`config.mk`:
```
export PLATFORM = sky130hd
export DESIGN_NAME = spi_req_arbiter
export DESIGN_NICKNAME = d
export VERILOG_FILES = /design/src/rtl/spi_pkg.sv /design/src/rtl/rr_arb2.sv /design/src/rtl/spi_req_arbiter.sv
export SDC_FILE = /design/constraint.sdc
export NUM_CORES = 1
export LEC_CHECK = 0
export ABC_AREA = 1
export CAP_MARGIN = 20
export CORE_ASPECT_RATIO = 0.6
export CORE_MARGIN = 2
export CORE_UTILIZATION = 44
export DETAILED_ROUTE_END_ITERATION = 7
export PLACE_DENSITY = 0.79
export SETUP_SLACK_MARGIN = 0.02
export SYNTH_ARGS = -nofsm -noshare
export SYNTH_HDL_FRONTEND = slang
export SYNTH_SLANG_ARGS = --single-unit
```
`constraint.sdc`:
```
create_clock -name clk -period 1.7 [get_ports clk]
set_input_delay 0.425 -clock clk [delete_from_list [all_inputs] [get_ports clk]]
set_output_delay 0.425 -clock clk [all_outputs]
set_load 0.01 [all_outputs]
```
`src/rtl/spi_pkg.sv`:
```
// Shared types and constants for the two-requester SPI master arbiter.
package spi_pkg;

    localparam int DW_DEF = 14;
    localparam int RW_DEF = 8;

    localparam logic [2:0] ST_IDLE      = 3'd0;
    localparam logic [2:0] ST_ISSUE     = 3'd1;
    localparam logic [2:0] ST_WAIT_BUSY = 3'd2;
    localparam logic [2:0] ST_WAIT_DONE = 3'd3;
    localparam logic [2:0] ST_RESP      = 3'd4;

    typedef enum logic [2:0] {
        IDLE      = ST_IDLE,
        ISSUE     = ST_ISSUE,
        WAIT_BUSY = ST_WAIT_BUSY,
        WAIT_DONE = ST_WAIT_DONE,
        RESP      = ST_RESP
    } state_e;

    localparam logic REQ0 = 1'b0;
    localparam logic REQ1 = 1'b1;

    function automatic int max2(input int a, input int b);
        return (a > b) ? a : b;
    endfunction

endpackage

```
`src/rtl/rr_arb2.sv`:
```
// Combinational two-way round-robin grant: a lone request wins outright,
// contention goes to the requester that did not win last time.
module rr_arb2
    import spi_pkg::*;
(
    input  logic [1:0] req_valid_i,
    input  logic       last_grant_i,
    output logic       grant_o,
    output logic [1:0] grant_oh_o
);

    // NOTE: every output of a combinational block gets a value on every path,
    // otherwise synthesis infers a latch to hold the old value.
    always_comb begin
        grant_o    = REQ0;
        grant_oh_o = 2'b00;
        if (req_valid_i == 2'b11) begin
            grant_o = ~last_grant_i;
        end else if (req_valid_i[REQ1]) begin
            grant_o = REQ1;
        end
        if (|req_valid_i) begin
            grant_oh_o = (grant_o == REQ1) ? 2'b10 : 2'b01;
        end
    end

endmodule

```
`src/rtl/spi_req_arbiter.sv`:
```
// Shares one spi_master between two requesters (requester i drives CS i),
// with round-robin grant and busy/done timeouts on the master's rx_ready.
module spi_req_arbiter
    import spi_pkg::*;
#(
    parameter int DW      = DW_DEF,
    parameter int RW      = RW_DEF,
    parameter int BUSY_TO = 4,
    parameter int DONE_TO = 64
) (
    input  logic          clk,
    input  logic          rst,
    input  logic [1:0]    req_valid,
    input  logic [DW-1:0] req_data0,
    input  logic [DW-1:0] req_data1,
    output logic [1:0]    req_ready,
    output logic [1:0]    rsp_valid,
    output logic [RW-1:0] rsp_data,
    output logic          rsp_err,
    output logic          spi_tx_valid,
    output logic [DW-1:0] spi_data_in,
    output logic          spi_cs_sel,
    input  logic          spi_rx_ready,
    input  logic [RW-1:0] spi_data_out,
    output logic          busy
);

    localparam int TW = $clog2(max2(BUSY_TO, DONE_TO)) + 1;
    localparam logic [TW-1:0] BUSY_LAST = TW'(BUSY_TO - 1);
    localparam logic [TW-1:0] DONE_LAST = TW'(DONE_TO - 1);
    localparam logic [TW-1:0] TIMER_MAX = '1;

    state_e        state_q, state_d;
    logic          last_grant_q, last_grant_d;
    logic          owner_q, owner_d;
    logic [TW-1:0] timer_q, timer_d;
    logic [DW-1:0] data_in_q, data_in_d;
    logic [RW-1:0] rsp_data_q, rsp_data_d;
    logic          err_q, err_d;
    logic          first_done_q, first_done_d;
    logic          rx_q;

    logic          arb_grant;
    logic [1:0]    arb_oh;
    logic          can_accept;
    logic          accept;
    logic [TW-1:0] timer_inc;

    rr_arb2 u_arb (
        .req_valid_i  (req_valid),
        .last_grant_i (last_grant_q),
        .grant_o      (arb_grant),
        .grant_oh_o   (arb_oh)
    );

    // A fresh master's rx_ready is not trustworthy, so the very first issue
    // after reset is qualified by first_done instead. Reset also forces
    // req_ready low so every output is zero while rst is held.
    assign can_accept = rst && (state_q == IDLE) && (spi_rx_ready || !first_done_q);
    assign req_ready  = can_accept ? arb_oh : 2'b00;
    assign accept     = |(req_valid & req_ready);
    assign timer_inc  = (timer_q == TIMER_MAX) ? timer_q : timer_q + TW'(1);

    always_comb begin
        state_d      = state_q;
        last_grant_d = last_grant_q;
        owner_d      = owner_q;
        timer_d      = timer_q;
        data_in_d    = data_in_q;
        rsp_data_d   = rsp_data_q;
        err_d        = err_q;
        first_done_d = first_done_q;
        unique case (state_q)
            IDLE: begin
                if (accept) begin
                    data_in_d    = (arb_grant == REQ1) ? req_data1 : req_data0;
                    owner_d      = arb_grant;
                    last_grant_d = arb_grant;
                    state_d      = ISSUE;
                end
            end
            ISSUE: begin
                timer_d = '0;
                state_d = WAIT_BUSY;
            end
            WAIT_BUSY: begin
                if (!rx_q) begin
                    timer_d = '0;
                    state_d = WAIT_DONE;
                end else if (timer_q == BUSY_LAST) begin
                    err_d      = 1'b1;
                    rsp_data_d = '0;
                    state_d    = RESP;
                end else begin
                    timer_d = timer_inc;
                end
            end
            WAIT_DONE: begin
                if (rx_q) begin
                    rsp_data_d = spi_data_out;
                    err_d      = 1'b0;
                    state_d    = RESP;
                end else if (timer_q == DONE_LAST) begin
                    err_d      = 1'b1;
                    rsp_data_d = '0;
                    state_d    = RESP;
                end else begin
                    timer_d = timer_inc;
                end
            end
            RESP: begin
                first_done_d = 1'b1;
                state_d      = IDLE;
            end
            default: state_d = IDLE;
        endcase
    end

    // NOTE: state registers use non-blocking assignments so every flop samples
    // the pre-edge values, independent of statement order.
    always_ff @(posedge clk or negedge rst) begin
        if (!rst) begin
            state_q      <= IDLE;
            last_grant_q <= REQ1;
            owner_q      <= REQ0;
            timer_q      <= '0;
            data_in_q    <= '0;
            rsp_data_q   <= '0;
            err_q        <= 1'b0;
            first_done_q <= 1'b0;
            rx_q         <= 1'b0;
        end else begin
            state_q      <= state_d;
            last_grant_q <= last_grant_d;
            owner_q      <= owner_d;
            timer_q      <= timer_d;
            data_in_q    <= data_in_d;
            rsp_data_q   <= rsp_data_d;
            err_q        <= err_d;
            first_done_q <= first_done_d;
            rx_q         <= spi_rx_ready;
        end
    end

    // rx_ready is registered once, so its rise reaches rsp_valid two cycles later.
    assign spi_tx_valid = (state_q == ISSUE);
    assign spi_data_in  = data_in_q;
    assign spi_cs_sel   = owner_q;
    assign busy         = (state_q != IDLE);
    assign rsp_valid    = (state_q != RESP) ? 2'b00 :
                          (owner_q == REQ1) ? 2'b10 : 2'b01;
    assign rsp_err      = (state_q == RESP) && err_q;
    assign rsp_data     = rsp_data_q;

endmodule

```
-- Word-level counts from Yosys, hierarchy flattened
Cells that the tools add are included.
- logic and storage cells: 74
- input bits: 41
- output and inout port bits: 30
- bits in registers: 37
- $add $sub $neg: 1
- reductions and logical operators: 15
- mux-type cells: 30
- bitwise operators: 2
- equality and inequality tests: 17
- operator list (kind ; count):
    2-to-1 mux 7 bit ; 5
    2-to-1 mux 8 bit ; 4
    one-hot mux 7 bit (3 select lines) ; 1
    one-hot mux 8 bit (2 select lines) ; 1
    2-to-1 mux 3 bit ; 5
    2-to-1 mux 14 bit ; 1
    != test 3 bit, second input constant ; 4
    one-hot mux 3 bit (4 select lines) ; 1
    2-to-1 mux 2 bit ; 5
    != test 2 bit, second input constant ; 5
    AND reduction 4 bit ; 2
    adder 7 x 1 -> 7 bit, second input constant ; 1
    == test 7 x 2 -> 1 bit, second input constant ; 1
    == test 7 x 6 -> 1 bit, second input constant ; 1
    == test 7 bit, second input constant ; 1
    == test 3 x 2 -> 1 bit, second input constant ; 2
    2-to-1 mux 1 bit ; 6
    nonzero test 3 bit ; 2
    OR reduction 2 bit ; 2
    == test 3 x 1 -> 1 bit, second input constant ; 1
    == test 3 bit, second input constant ; 1
    logical AND 1 bit ; 3
    logical NOT 3 bit ; 1
    AND reduction 3 bit ; 1
    8 further kinds ; 8

-- Longest topological paths before layout
Gate-level depths: netlist of run 1.
- word-level depth: 9
- depth in mapped cells: 10
- mapped depth without buffers: 10

-- Hierarchy
Synthesis of run 1 repeated with hierarchy kept, for this count alone.
- cell total of the unflattened synthesis: 250
- area, all modules: 2021.9 um2
- by module, submodules not included (module ; instances ; cells an instance ; sequential area each (um2) ; area each (um2)):
    spi_req_arbiter ; 1 ; 244 ; 927.1 ; 1996.9
    rr_arb2 ; 1 ; 6 ; 0.0 ; 25.0

-- Least setup slack after synthesis of run 1
OpenSTA, ideal clock, no wires.
- path kind: flip-flop to output port
- start point: reg last_grant_q
- end point: out req_ready[0]
- data arrival time: 1.196 ns
- data required time: 1.275 ns
- setup slack: 0.079 ns
- path buffers: 1
- stages on the path, launching flop included: 6
- cells stage by stage: dfstp_2 > nand2_1 > nand2_1 > inv_1 > clkbuf_1 > nor2_1
- longest elaborated chain between the ends: 5
- RTL lines (item ; RTL line ; RTL):
    from (decl) ; spi_req_arbiter.sv:34 ; logic last_grant_q, last_grant_d;
    from (signal assigned) ; spi_req_arbiter.sv:134 ; last_grant_q <= last_grant_d;
    NOT 1 bit ; rr_arb2.sv:18 ; grant_o = ~last_grant_i;
    2-to-1 mux 1 bit ; rr_arb2.sv:17 ; if (req_valid_i == 2'b11) begin
    2-to-1 mux 2 bit ; rr_arb2.sv:23 ; grant_oh_o = (grant_o == REQ1) ? 2'b10 : 2'b01;
    2-to-1 mux 2 bit ; rr_arb2.sv:22 ; if (|req_valid_i) begin
    2-to-1 mux 2 bit ; spi_req_arbiter.sv:60 ; assign req_ready = can_accept ? arb_oh : 2'b00;
    to (decl) ; spi_req_arbiter.sv:16 ; output logic [1:0] req_ready,
No other way between the ends.

-- Worst setup path in the final report of run 1
- start point: reg state_q[0]
- end point: out req_ready[0]
- longest elaborated chain between the ends: 4
- RTL lines (item ; RTL line ; RTL):
    from (decl) ; spi_req_arbiter.sv:33 ; state_e state_q, state_d;
    from (signal assigned) ; spi_req_arbiter.sv:133 ; state_q <= state_d;
    logical NOT 3 bit ; spi_req_arbiter.sv:59 ; assign can_accept = rst && (state_q == IDLE) && (spi_rx_ready || !first_done_q);
    logical AND 1 bit (2 in series) ; spi_req_arbiter.sv:59 ;
    2-to-1 mux 2 bit ; spi_req_arbiter.sv:60 ;
No other way between the ends.

==> reports/qor.yml, run 1 <==
yosysWarningCount: 0
timing_hold_violations_final: 0
synthAdderAreaFrac_pct: 0.647
timing.critical_path.slowest_cell_delay_ns: 0.40
intPower_w: 0.00269
filler_cell_count: 342
final_nets: 392
critical_path.max_fanout: 3
post_synth_mux_area_share_pct: 0
tritoncts: "yes"
clock.fmax_mhz: 554
layout.cells.most_common: "sky130_fd_sc_hd__nand2_1"
synthTopCellsByArea: "sky130_fd_sc_hd__dfrtp_1, sky130_fd_sc_hd__nand2_1, sky130_fd_sc_hd__nand3_1"
cellPowerDensity_nw_per_um2: 1450
synth_top_family_by_area: "simple AND/OR/NAND/NOR gates"
num_antenna_cells: 0
number_of_vias_in_the_routed_layout: 1988
cts_max_level: 2
drt.antenna.violating_nets: 0
timing_worst_slew_pin_value_ns: 0.466
cts.reportedPaths.clkPinSlew_ns: 0.07
synth_enable_flop_cells: 0
power.switching_fraction_pct: 38.1
clock_tree.buffer_depth: 2
fp.coreArea_um2: 4170
dpl.hpwl_mm: 3.91
critical_path.endpoint_type: "output port"
synth_async_reset_ratio_pct: 100
criticalPathCategory: "flip-flop to output port"
area_delta_synth_final_pct: 55.2
min_period_over_period_pct: 106
crit_chain: "nor2_2 > nand2_2 > inv_2 > o211ai_4 > nor2_2 > buf_2"
yosysUniqueCellTypes: 28
layout.cells.most_common_list: "sky130_fd_sc_hd__nand2_1, sky130_fd_sc_hd__clkdlybuf4s50_1, sky130_fd_sc_hd__dfrtp_1"
worst-endpoint-required_ns: 1.27
final-setup-viol-count: 2
worstPathArrival_ns: 1.38
slew_headroom_pct: 68.9
cap_viol_max_count: 0
ff_latch_count_synth: 37
place_worst_setup_slack_ns: -0.588
clock_share_of_power_pct: 13.5
clkLatencyLatePin_ns: 0.28
globalRouteOverflowTotal: 0
worst_path_most_repeated_cell: "sky130_fd_sc_hd__nor2_2"
synthesis.instances: 252
critPathLaunchType: "flip-flop"
cts-root-buf: "sky130_fd_sc_hd__clkbuf_8"
drt-pass1-iter-count: 5
antenna_found_initial: 0
netlist_area_um2: 1930
initial_core_util_pct: 46.4
critPathBufInv: 2
number_of_global_route_vias_before_repair: 1819
synth_area_per_cell_um2: 7.68
tot_gr_track_use_pct: 23.1
die_area_um2: 4960
power_switching_w: 0.00166
outcome: "finished, violations left"
ioPinCount: 71
power.share.sequential_pct: 33.5
violations: "setup timing"
slowest_stage: "sky130_fd_sc_hd__dfrtp_1"
synth_top_cell_area_share_pct: 46.6
dieWidth_um: 89.6
critical_path_s_top_delay_family: "flip-flops"
detail_route.drc_violations: 0
synthesis.nets: 294
final.setup_skew_ns: 0.00474
period_needed_ns: 1.81
worst_hold_check_path_type: "input pin to asynchronous set/reset pin"
number_of_slew_limit_violations_in_the_final_report: 0
static-leakage-power_nw: 1.47
gp_routability_congestion: 0.892
synthDominantAreaCellType: "sky130_fd_sc_hd__dfrtp_1"
synth_compound_area_share_pct: 8.73
layout-drive-gt1-share_pct: 20.2
avgViaCountPerCell: 4.84
clock_sink_count: 37
synthXorXnorAreaFrac_pct: 0.453
drt_iter0_drc: 196
power.combinational.fraction_pct: 53.0
final_util_pct: 72.0
floorplan.die.height_um: 55.4
final_critical_path_setup_slack_ns: -0.106
std_cell_rows: 18
maximum_number_of_pins_on_one_net_before_global_route_repair: 38
rsz0062_at_grt: "yes"
grt_first_pass_wirelength_mm: 8.80
io_buffer_count: 70
postRouteWirelength_mm: 5.57
cts_made_buffers: 5
ir_drop_mv: 0.984
ys.flop_type: "sky130_fd_sc_hd__dfrtp_1"
cts_hold_buffers: 0
synth_simple_gate_area_share_pct: 35.0
sequential_cell_area_fraction_in_the_yosys_report_pct: 47.9
drt-wirelength-per-cell_um: 13.6
-- metrics by stage --
stage | total power [W] | instance area (um^2) | TNS, ns | hold WS (ns) | std cells
floorplan | 0.00246 | 1930 | 0 | 0.129 | 252
global placement | 0.00355 | 2790 | -4.30 | 0.468 | 392
detailed placement | 0.00360 | 2790 | -4.79 | 0.476 | 392
finish | 0.00436 | 3000 | -0.194 | 0.253 | 411
CTS | 0.00424 | 2910 | -0.152 | 0.272 | 405
global route | 0.00469 | 3000 | -0.370 | 0.290 | 411
-- power by group through the flow --
stage	Combinational [W]	Sequential, W	Clock (W)
floorplan	0.000866	0.00160	0
global placement	0.00209	0.00145	0
detailed placement	0.00214	0.00146	0
CTS	0.00219	0.00146	0.000596
global route	0.00254	0.00151	0.000644
finish	0.00231	0.00146	0.000588
-- logic make-up (layout without fill, tap and decap cells) --
logic type	Yosys count	after routing
flip-flops	37	37
adder cells (fa/ha/maj)	1	1
buffers and inverters	30	128
AO/OA/AOI/OAI	27	27
XOR/XNOR	1	1
AND/OR/NAND/NOR	156	157
-- what timing repair did --
action,in CTS,in global routing
setup buffers,5,6
setup endpoints to repair,8,37
pin swaps,6,8
gates cloned,0,1
resized for setup,29,23
hold endpoints to repair,0,0
-- routing by layer --
layer	track usage [%]	vias to the layer above	wire, um
met5	0	-	0
met3	5.83	4	521
met4	5.33	0	42
met1	35.5	894	2570
li1	-	1007	-
met2	32.5	83	2440
-- flip-flops by register name (all words and copies together), names as in the netlist --
signal	cells
err_q	1
first_done_q	1
last_grant_q	1
rsp_data	8
rx_q	1
spi_cs_sel	1
spi_data_in	14
state_q	3
timer_q	7
-- Yosys cell counts, types with 3 or more instances --
library cell / count
sky130_fd_sc_hd__buf_2: 3
sky130_fd_sc_hd__nand2_1: 89
sky130_fd_sc_hd__nor2_1: 27
sky130_fd_sc_hd__nand2_2: 4
sky130_fd_sc_hd__nand3_1: 27
sky130_fd_sc_hd__inv_2: 3
sky130_fd_sc_hd__inv_1: 17
sky130_fd_sc_hd__dfrtp_1: 36
sky130_fd_sc_hd__a31oi_1: 14
sky130_fd_sc_hd__nand4_1: 3
sky130_fd_sc_hd__o21ai_0: 8
-- cell type report --
cell class,instances,area (um^2),area share [%]
Clock inverter,2,10.0,0.333
Inverter,21,91.3,3.04
Timing Repair Buffer,99,877,29.2
Clock buffer,6,72.6,2.42
Tap cell,60,75.1,2.50
Sequential cell,37,927,30.9
Multi-Input combinational cell,186,948,31.6
-- path summary, 6_finish.rpt --
path,cells after the start,slack [ns],startpoint,to
worst min-delay path,2,0.25,rst,rsp_data[6]
worst min register to register,2,0.48,last_grant_q,last_grant_q
max in group asynchronous,2,1.09,rst,last_grant_q
worst max-delay path,6,-0.11,state_q[0],req_ready[0]
min in group clk,2,0.48,last_grant_q,last_grant_q
worst max register to register,9,0.12,state_q[0],spi_data_in[2]
(Power assumes the default switching activity.)
==> run 2: changes to the inputs <==
--- a/config.mk
+++ b/config.mk
@@ -11,8 +11,9 @@
 export CORE_MARGIN = 2
 export CORE_UTILIZATION = 44
 export DETAILED_ROUTE_END_ITERATION = 7
-export PLACE_DENSITY = 0.79
+export PLACE_DENSITY = 0.78
 export SETUP_SLACK_MARGIN = 0.02
 export SYNTH_ARGS = -nofsm -noshare
 export SYNTH_HDL_FRONTEND = slang
+export SYNTH_HIERARCHICAL = 1
 export SYNTH_SLANG_ARGS = --single-unit
==> run 2 against run 1 <==
The flow still finishes with violations (setup timing). Die area is 4.3% higher. Synthesized area is 4.5% higher. Routed wire length is 0.39% higher. Synthesized cell count is 0.79% lower. Worst hold slack worse by 0.045 ns. Critical path depth stayed put. Global-route usage is 0.38 points lower.
==> reports/qor.yml, run 2 <==
outcome: "finished, violations left"
violations: "setup timing"
final_critical_path_setup_slack_ns: -0.0276  # +0.0785 ns
layout-drive-gt1-share_pct: 23.4  # +3.2 points
synth_top_cells_by_count: "sky130_fd_sc_hd__nand2_1, sky130_fd_sc_hd__nand3_1, sky130_fd_sc_hd__dfrtp_1"
reg_to_reg_slack_setup_ns: 0.14  # +0.02 ns
tot_gr_track_use_pct: 22.7  # -0.38 points
layout.cells.most_common: "sky130_fd_sc_hd__nand2_1"
critPathBufInv: 2  # unchanged
number_of_global_route_vias_before_repair: 1937  # +6.5%
postRouteWirelength_mm: 5.59  # +0.39%
synth_top_cell_area_share_pct: 44.6  # -2.0 points
critical_path.endpoint_type: "output port"
max_reg_flops: 14  # unchanged
die_area_um2: 5170  # +4.3%
synth_compound_area_share_pct: 2.23  # -6.5 points
std_cell_rows: 19  # +1
totalNegativeSetupSlack_ns: -0.0337  # +0.160 ns
cap_viol_max_count: 0  # unchanged
worst-endpoint-required_ns: 1.27  # about the same
synthesis.instances: 250  # -0.79%
cts_made_buffers: 5  # unchanged
final-setup-viol-count: 2  # unchanged
synth_area_per_cell_um2: 8.09  # +5.4%
cts-root-buf: "sky130_fd_sc_hd__clkbuf_8"
critical_path_s_top_delay_family: "simple AND/OR/NAND/NOR gates"
slowest_stage: "sky130_fd_sc_hd__dfrtp_1"
slew_headroom_pct: 68.1  # -0.83 points
min_period_over_period_pct: 102  # -4.6 points
total_power_w: 0.00433  # -0.62%
synth_async_reset_ratio_pct: 100  # unchanged
timing_worst_slew_pin_value_ns: 0.479  # +0.0125 ns
placed_cell_area_um2: 2990  # +7.1%
criticalPathCategory: "flip-flop to output port"
maximum_number_of_pins_on_one_net_before_global_route_repair: 38  # unchanged
clock_sink_count: 37  # unchanged
ioPinCount: 71  # unchanged
synthXorXnorAreaFrac_pct: 1.30  # +0.85 points
worst_hold_check_path_type: "input pin to asynchronous set/reset pin"
initial_core_util_pct: 45.0  # -1.4 points
drt-pass1-iter-count: 4  # -1
critPathLaunchType: "flip-flop"
area_delta_synth_final_pct: 54.3
final_util_pct: 69.5  # -2.6 points
tritoncts: "yes"
final_nets: 391  # -0.26%
fp.coreArea_um2: 4490  # +7.8%
worst_path_most_repeated_cell: "sky130_fd_sc_hd__nor2_4"
drt_iter0_drc: 74  # -62%
critical_path.max_fanout: 3  # unchanged
globalRouteOverflowTotal: 0  # unchanged
num_antenna_cells: 0  # unchanged
dpl.hpwl_mm: 4.13  # +5.6%
synth_most_common_cell: "sky130_fd_sc_hd__nand2_1"
avgViaCountPerCell: 4.97  # +2.7%
timing.critical_path.slowest_cell_delay_ns: 0.41  # about the same
ir_drop_mv: 1.07  # +9.0%
worstPathArrival_ns: 1.30  # -0.08 ns
ys.flop_type: "sky130_fd_sc_hd__dfrtp_1"
post-route-cell-area_um2: 3120  # +4.0%
static-leakage-power_nw: 1.57  # +6.8%
detail_route.drc_violations: 0  # unchanged
synth_simple_gate_area_share_pct: 37.1  # +2.1 points
synthAdderAreaFrac_pct: 0.619  # -0.028 points
drt-wirelength-per-cell_um: 13.5  # about the same
drt.antenna.violating_nets: 0  # unchanged
antenna_found_initial: 0  # unchanged
cts_max_level: 2  # unchanged
floorplan.die.height_um: 56.5  # +2.1%
layout.cells.most_common_list: "sky130_fd_sc_hd__nand2_1, sky130_fd_sc_hd__clkdlybuf4s50_1, sky130_fd_sc_hd__nand3_1"
number_of_vias_in_the_routed_layout: 2052  # +3.2%
synth_top_family_by_area: "simple AND/OR/NAND/NOR gates"
dieWidth_um: 91.5  # +2.1%
gp_routability_congestion: 0.821  # -8.0%
synthDominantAreaCellType: "sky130_fd_sc_hd__dfrtp_1"
timing_hold_violations_final: 0  # unchanged
yosysUniqueCellTypes: 29  # +3.6%
clock_tree.buffer_depth: 2  # unchanged
grt_first_pass_wirelength_mm: 9.24  # +5.0%
clock.fmax_mhz: 579  # +4.5%
netlist_area_um2: 2020  # +4.5%
period_needed_ns: 1.73  # -0.0785 ns
post_synth_mux_area_share_pct: 7.80  # +7.8 points
io_buffer_count: 70  # unchanged
rsz0062_at_grt: "yes"
ff_latch_count_synth: 37  # unchanged
synthTopCellsByArea: "sky130_fd_sc_hd__dfrtp_1, sky130_fd_sc_hd__nand2_1, sky130_fd_sc_hd__nand3_1"
sequential_cell_area_fraction_in_the_yosys_report_pct: 45.9  # -2.1 points
crit_chain: "nor2_4 > nand2_2 > nor2_4 > inv_2 > nor2_2 > buf_2"
clkLatencyLatePin_ns: 0.29  # about the same
synth_enable_flop_cells: 0  # unchanged
number_of_slew_limit_violations_in_the_final_report: 0  # unchanged
synthesis.nets: 292  # -0.68%
final.setup_skew_ns: 0.0113  # +0.00656 ns
yosysWarningCount: 6  # +6
cellPowerDensity_nw_per_um2: 1390  # -4.4%
cts.reportedPaths.clkPinSlew_ns: 0.08  # about the same
-- run 2: stage by stage --
stage	hold WS, ns	worst slack (ns)	instances
2_1_floorplan	0.129	0.117	250
3_3_place_gp	0.440	-0.522	402
3_5_place_dp	0.470	-0.652	402
4_1_cts	0.226	-0.0624	412
5_1_grt	0.251	-0.110	413
6_report	0.207	-0.0276	413
-- run 2: kinds of logic (layout without fill, tap and decap cells) --
| logic type | count (synthesis) | count (layout) |
|---|---|---|
| simple gates | 163 | 163 |
| flops | 37 | 37 |
| buf+inv | 24 | 124 |
| mux | 14 | 14 |
| compound gates | 8 | 8 |
| xor+xnor | 3 | 3 |
| fa+ha+maj | 1 | 1 |
-- run 2: power by group --
part / internal (W) / switching, W
registers: 0.00124 / 0.000245
clock network: 0.000329 / 0.000325
logic: 0.00113 / 0.00106
-- run 2: worst paths after layout --
kind	startpoint	depth (start not counted)	end
max reg2reg	timer_q[1]	9	rsp_data[2]
max	state_q[0]	6	req_ready[1]
max in group asynchronous	rst	2	last_grant_q
min reg2reg	timer_q[6]	2	timer_q[6]
min in group clk	timer_q[6]	2	timer_q[6]
min	rst	2	spi_data_in[1]
-- run 2: layer usage --
layer	GRT usage, %	routed length [um]	up-vias
met5	0	0	-
met4	4.76	43	0
met3	5.64	444	5
met2	33.7	2450	82
met1	33.7	2660	954
li1	-	-	1011
-- run 2: repair_timing --
action,4_1_cts,5_1_grt
gates cloned,0,0
resized for setup,34,11
pin swaps,4,0
endpoints found under the setup margin,21,25
hold buffers,0,0
hold endpoints to repair,0,0
setup buffers,2,1
-- run 2: final cells by class --
| type | count | area [um^2] |
|---|---|---|
| fillers | 347 | 1370 |
| multi-input cells | 189 | 1030 |
| flip-flops and latches | 37 | 927 |
| repair buffers | 99 | 920 |
| clock buffers | 6 | 82.6 |
| well taps | 63 | 78.8 |
| inverters | 17 | 63.8 |
| clock inverters | 2 | 13.8 |
